`config.mk`:
```
export PLATFORM = sky130hd
export DESIGN_NAME = fifo_rd_drain_flat
export DESIGN_NICKNAME = d
export VERILOG_FILES = /design/src/rtl/fifo_rd_drain_if.sv /design/src/rtl/fifo_rd_drain.sv /design/src/flat_wrapper.sv
export SDC_FILE = /design/constraint.sdc
export NUM_CORES = 1
export LEC_CHECK = 0
export ABC_AREA = 1
export ABC_CLOCK_PERIOD_IN_PS = 1900
export CAP_MARGIN = 30
export CORE_UTILIZATION = 47
export DETAILED_ROUTE_END_ITERATION = 7
export GPL_TIMING_DRIVEN = 0
export PLACE_DENSITY_LB_ADDON = 0.12
export SLEW_MARGIN = 0
export SYNTH_ARGS = -nofsm -noshare
export SYNTH_HDL_FRONTEND = slang
export SYNTH_SLANG_ARGS = --single-unit
```
`constraint.sdc`:
```
create_clock -name i_rd_clk -period 1.9 [get_ports i_rd_clk]
set_input_delay 0.475 -clock i_rd_clk [delete_from_list [all_inputs] [get_ports i_rd_clk]]
set_output_delay 0.475 -clock i_rd_clk [all_outputs]
set_load 0.01 [all_outputs]
```
`src/rtl/fifo_rd_drain_if.sv`:
```
// Valid/ready stream carrying drained FIFO words. The master drives valid and data.
// The slave drives ready.
interface fifo_rd_drain_if #(
    parameter int WIDTH = 8
);
    logic             valid;
    logic             ready;
    logic [WIDTH-1:0] data;

    // A word transfers on every rising edge where valid && ready. While valid is
    // high, data holds steady until that edge. valid never waits on ready.
    modport master (output valid, output data, input ready);
    modport slave  (input valid, input data, output ready);
endinterface

```
`src/rtl/fifo_rd_drain.sv`:
```
// Read-side drain of the async FIFO. It absorbs the one-cycle read latency in a
// 3-entry skid buffer and presents a valid/ready stream.
// Optional statistics counters are enabled by defining FIFO_RD_STATS_EN.
module fifo_rd_drain #(
    parameter int WIDTH = 8,
    parameter int CNT_W = 16
) (
    input  logic             i_rd_clk,
    input  logic             i_rst,
    input  logic             i_en,
    output logic             o_rd_en,
    input  logic [WIDTH-1:0] i_rdata,
    input  logic             i_empty,
    input  logic             i_rd_error,
    fifo_rd_drain_if.master  m_stream,
    output logic             o_busy,
    output logic             o_err,
    output logic [CNT_W-1:0] o_word_cnt,
    output logic [CNT_W-1:0] o_err_cnt,
    output logic [1:0]       o_dbg_state,
    output logic [1:0]       o_dbg_occ,
    output logic             o_dbg_inf
);
    typedef enum logic [1:0] {
        S_IDLE   = 2'd0,
        S_ACTIVE = 2'd1,
        S_DRAIN  = 2'd2
    } state_t;

    state_t           r_state;
    logic [1:0]       r_occ;
    logic [1:0]       r_head;
    logic [1:0]       r_tail;
    logic             r_inf;
    logic             r_busy;
    logic             r_err;
    logic [WIDTH-1:0] r_mem [3];

    logic       w_push;
    logic       w_pop;
    logic [2:0] w_reserved;
    logic       w_rd_en;

    function automatic logic [1:0] next_ptr(input logic [1:0] p);
        return (p == 2'd2) ? 2'd0 : p + 2'd1;
    endfunction

    // Buffered words plus the one in flight must fit the 3 slots, so a pop is
    // only issued when a slot is guaranteed when its data returns.
    assign w_reserved = {1'b0, r_occ} + {2'b00, r_inf};
    assign w_rd_en    = i_en && (r_state == S_ACTIVE) && !i_empty && (w_reserved < 3'd3);
    assign w_push     = r_inf;
    assign w_pop      = (r_occ != 2'd0) && m_stream.ready;

    always_ff @(posedge i_rd_clk) begin
        if (!i_rst) begin
            r_state <= S_IDLE;
            r_occ   <= 2'd0;
            r_head  <= 2'd0;
            r_tail  <= 2'd0;
            r_inf   <= 1'b0;
            r_busy  <= 1'b0;
            r_err   <= 1'b0;
            for (int i = 0; i < 3; i++) r_mem[i] <= '0;
        end else begin
            r_inf  <= w_rd_en;
            r_busy <= (r_state != S_IDLE);
            if (i_rd_error) r_err <= 1'b1;

            if (w_push) begin
                r_mem[r_tail] <= i_rdata;
                r_tail        <= next_ptr(r_tail);
            end
            if (w_pop) r_head <= next_ptr(r_head);

            case ({w_push, w_pop})
                2'b10:   r_occ <= r_occ + 2'd1;
                2'b01:   r_occ <= r_occ - 2'd1;
                default: r_occ <= r_occ;
            endcase

            case (r_state)
                S_IDLE:   if (i_en) r_state <= S_ACTIVE;
                S_ACTIVE: if (!i_en) r_state <= S_DRAIN;
                S_DRAIN: begin
                    if (i_en)                            r_state <= S_ACTIVE;
                    else if (!r_inf && r_occ == 2'd0)    r_state <= S_IDLE;
                end
                default:  r_state <= S_IDLE;
            endcase
        end
    end

`ifdef FIFO_RD_STATS_EN
    logic [CNT_W-1:0] r_word_cnt;
    logic [CNT_W-1:0] r_err_cnt;

    // word_cnt wraps freely; err_cnt sticks at all-ones.
    always_ff @(posedge i_rd_clk) begin
        if (!i_rst) begin
            r_word_cnt <= '0;
            r_err_cnt  <= '0;
        end else begin
            if (w_pop) r_word_cnt <= r_word_cnt + CNT_W'(1);
            if (i_rd_error && (r_err_cnt != {CNT_W{1'b1}})) r_err_cnt <= r_err_cnt + CNT_W'(1);
        end
    end

    assign o_word_cnt = r_word_cnt;
    assign o_err_cnt  = r_err_cnt;
`else
    assign o_word_cnt = '0;
    assign o_err_cnt  = '0;
`endif

    assign o_rd_en        = w_rd_en;
    assign m_stream.valid = (r_occ != 2'd0);
    assign m_stream.data  = r_mem[r_head];
    assign o_busy         = r_busy;
    assign o_err          = r_err;
    assign o_dbg_state    = r_state;
    assign o_dbg_occ      = r_occ;
    assign o_dbg_inf      = r_inf;
endmodule

```
`src/flat_wrapper.sv`:
```
// flat-port wrapper written by rule: the top's interface ports become plain ports
module fifo_rd_drain_flat 
#(
    parameter int WIDTH = 8,
    parameter int CNT_W = 16
)
  (i_rd_clk, i_rst, i_en, o_rd_en, i_rdata, i_empty, i_rd_error, o_busy, o_err, o_word_cnt, o_err_cnt, o_dbg_state, o_dbg_occ, o_dbg_inf, m_stream_valid, m_stream_data, m_stream_ready);
  fifo_rd_drain_if #(.WIDTH(WIDTH)) m_stream_i ();
  input  logic i_rd_clk;
  input  logic i_rst;
  input  logic i_en;
  output logic o_rd_en;
  input  logic [WIDTH-1:0] i_rdata;
  input  logic i_empty;
  input  logic i_rd_error;
  output logic o_busy;
  output logic o_err;
  output logic [CNT_W-1:0] o_word_cnt;
  output logic [CNT_W-1:0] o_err_cnt;
  output logic [1:0] o_dbg_state;
  output logic [1:0] o_dbg_occ;
  output logic o_dbg_inf;
  output wire logic [$bits(m_stream_i.valid)-1:0] m_stream_valid;
  output wire logic [$bits(m_stream_i.data)-1:0] m_stream_data;
  input wire logic [$bits(m_stream_i.ready)-1:0] m_stream_ready;
  assign m_stream_valid = m_stream_i.valid;
  assign m_stream_data = m_stream_i.data;
  assign m_stream_i.ready = m_stream_ready;
  fifo_rd_drain #(.WIDTH(WIDTH), .CNT_W(CNT_W)) u_core (.i_rd_clk(i_rd_clk), .i_rst(i_rst), .i_en(i_en), .o_rd_en(o_rd_en), .i_rdata(i_rdata), .i_empty(i_empty), .i_rd_error(i_rd_error), .m_stream(m_stream_i), .o_busy(o_busy), .o_err(o_err), .o_word_cnt(o_word_cnt), .o_err_cnt(o_err_cnt), .o_dbg_state(o_dbg_state), .o_dbg_occ(o_dbg_occ), .o_dbg_inf(o_dbg_inf));
endmodule
```
==> out/qor.txt <==
die area - 4840 sq um
reg2reg setup slack - 0.33 ns
crit end category - primary output
CTS sink cnt - 45
Synth Area in Simple Gates - 16.8%
MaxCap Viol Count - 0
Fin. Hold Viols - 0
1st-pass router iterations - 4
row count - 24
core box area - 4380 sq um
post-synthesis instance total - 220
post-synth top area cell - edfxtp_1
grt total ovfl - 0
Netlist cell types - 24
XOR/XNOR Fraction of Synth Area - 0%
cts hold-fix bufs - 0
Wirelength per Cell - 11.3 um
Synth Area in Adders - 1.75%
dpl hpwl - 2670 um
YS warnings - 0
# nets final - 308
setup TNS - 0 ns
Worst Hold End - u_core.o_err
Peak Freq - 0.545 GHz
period utilization - 96.6%
P&R area growth vs syn - 28.5%
HP Start - u_core.o_err
Port Buffers - 30
RR Endpoint - u_core.r_mem[2][4]
die span in y - 69.6 um
R2R depth - 5
Setup-failing EPs final - 0
first-pass GRT wire length - 6240 um
Tmin final - 1.83 ns
drt drc - 0
die extent in x - 69.6 um
synthesized area - 2140 sq um
syn avg cell area - 9.75 sq um
Leak Pwr - 1.25 nW
CTS Buf Count - 5
Hold Path Class - register to register
max-slew violations - 0
Largest delay share family, worst path - buffers and inverters
Overall Global Routing Usage - 17.0%
vias in the first global route - 1,388
CP arrival - 1.36 ns
Crit path buffers/inverters - 2
register area share after synthesis - 56.9%
top cell type's share of synthesized area - 44.8%
critical path's slowest cell - clkdlybuf4s50_1
RSZ-0062 raised after global routing - no
worst endpoint required time - 1.42 ns
clock slew at reported path FFs - 0.07 ns
top post-synthesis cells by area - edfxtp_1 (45%), dfxtp_1 (12%), buf_4 (11%), nor2_1 (9.5%), inv_1 (3.7%)
gpl congestion - 0.744
critical path's largest stage delay - 0.55 ns
Reg2Reg Launch Point - u_core.o_dbg_inf
outcome - complete, no violations
fill cell count - 398
Worst Setup Path Type - register to primary output
total power - 1.97 mW
CTS HTree Levels - 2
antenna violations before repair - 0
Max Root-Sink Buffers - 2
Initial DRC Count - 77
vias - 1,519
largest net degree at the start of global routing - 14
Initial Util - 48.9%
DR vias/cell - 4.42
Synth Area in Compound Gates - 7.99%
largest vdd supply drop - 0.339 mV
CTS root buf - clkbuf_8
WHS Path Cells - 2
maximum net fanout on the critical path - 7
Boundary Pins - 63
Final Skew - 0.00325 ns
CTS tree - yes
Detail Route Antenna Nets - 0
main combinational cell family by area after synthesis - simple AND/OR/NAND/NOR gates
n_diodes - 0
multiplexer share of the synthesized area - 0%
clk_lat worst skew - 0.29 ns
Critical Path Start Type - register
Critical Path, Cell by Cell - buf_4 -> clkdlybuf4s50_1
Final Util - 62.9%
PwrDens - 714 nW/um^2
share of cells above drive strength 1 - 26.7%
DRT Wirelength - 3880 um
Seq cells post-synth - 45
==> cells in the final DEF (no fill, tap or decap), types with 6 or more instances in the layout <==
cell             netlist  final
conb_1                 1     32
clkbuf_8               0      6
inv_1                 21     20
edfxtp_1              32     32
nand2_1               17     13
o21ai_0               15     15
clkdlybuf4s50_1        0     20
buf_4                 32     35
dfxtp_1               13      8
o22ai_1                8      8
nor2_1                54     53
clkbuf_2               0      7
==> state kept, by name, indices dropped and copies added, names as in the netlist, named ones only <==
signal	cells
u_core.o_dbg_state	2
u_core.r_mem	32
u_core.o_busy	1
u_core.r_head	2
u_core.o_dbg_occ	2
u_core.o_err	1
u_core.o_dbg_inf	1
u_core.r_tail	2
==> per-layer routing <==
| layer | global-route usage [%] | routed length [um] | vias to the layer above |
|---|---|---|---|
| met3 | 4.22 | 164 | 6 |
| met5 | 0 | 0 | - |
| met2 | 29.3 | 1990 | 33 |
| met4 | 6.80 | 63 | 0 |
| li1 | - | - | 801 |
| met1 | 20.2 | 1660 | 679 |
==> per-stage QoR <==
stage	hold slack (ns)	instance area [sq um]	setup WS [ns]	std cells
2_1_floorplan	0.483	2260	0.260	251
3_3_place_gp	0.452	2630	-0.653	333
3_5_place_dp	0.461	2630	-0.409	334
4_1_cts	0.482	2750	0.00764	343
5_1_grt	0.528	2760	0.00264	344
6_report	0.476	2760	0.0654	344
==> worst min-delay path: cells and delay by family, from the launching register on <==
family	cells	cell delay, ns
flip-flops	1	0.33
AND/OR/NAND/NOR	2	0.11
==> power breakdown <==
part	total [mW]	leakage [nW]	switching [mW]	internal, mW
clock	0.593	0.0455	0.297	0.297
sequential	1.09	0.432	0.0194	1.07
combinational	0.282	0.770	0.146	0.137
==> cell type report <==
class                      count  area, sq um  share of cell area [%]
sequential                    45         1230                    44.8
multi-input combinational    149          737                    26.7
timing repair buffer          33          277                    10.0
buffer                        35          268                    9.71
clock buffer                   8         90.1                    3.27
inverter                      22         85.1                    3.09
tap                           52         65.1                    2.36
==> cell usage after synthesis <==
| cell | number |
|---|---|
| a21oi_1 | 3 |
| buf_2 | 1 |
| buf_4 | 32 |
| buf_6 | 2 |
| conb_1 | 1 |
| dfxtp_1 | 13 |
| edfxtp_1 | 32 |
| ha_1 | 3 |
| inv_1 | 21 |
| inv_2 | 1 |
| nand2_1 | 17 |
| nand3_1 | 1 |
| nand3_2 | 3 |
| nand3b_1 | 1 |
| nand4_1 | 1 |
| nor2_1 | 54 |
| nor2_2 | 1 |
| nor2_4 | 1 |
| nor3_1 | 3 |
| o21ai_0 | 15 |
| o21ai_1 | 1 |
| o21ai_2 | 3 |
| o22ai_1 | 8 |
| or2_2 | 2 |
==> worst max-delay path by stage <==
stage	cells after the start	to	from	slack, ns
2_1_floorplan	5	o_rd_en	u_core.o_dbg_occ[0]	0.26
3_3_place_gp	3	u_core.r_mem[3][0]	i_rst	-0.65
3_5_place_dp	4	u_core.r_mem[3][0]	i_rst	-0.41
4_1_cts	5	m_stream_data[4]	register	0.008
5_1_grt	5	m_stream_data[7]	register	0.003
6_report	2	o_dbg_occ[0]	u_core.o_dbg_occ[0]	0.07
==> cell families after synthesis <==
| kind of cell | count (synthesis) |
|---|---|
| simple gates | 84 |
| buf+inv | 57 |
| flops | 45 |
| compound gates | 30 |
| fa+ha+maj | 3 |
| other cells | 1 |
==> what timing repair did <==
item | in CTS | in global routing
buffers inserted | 1 | 1
pin swaps | 2 | 3
setup endpoints to repair | 14 | 24
resized for setup | 30 | 20
Power figures use the tool's default switching activity.
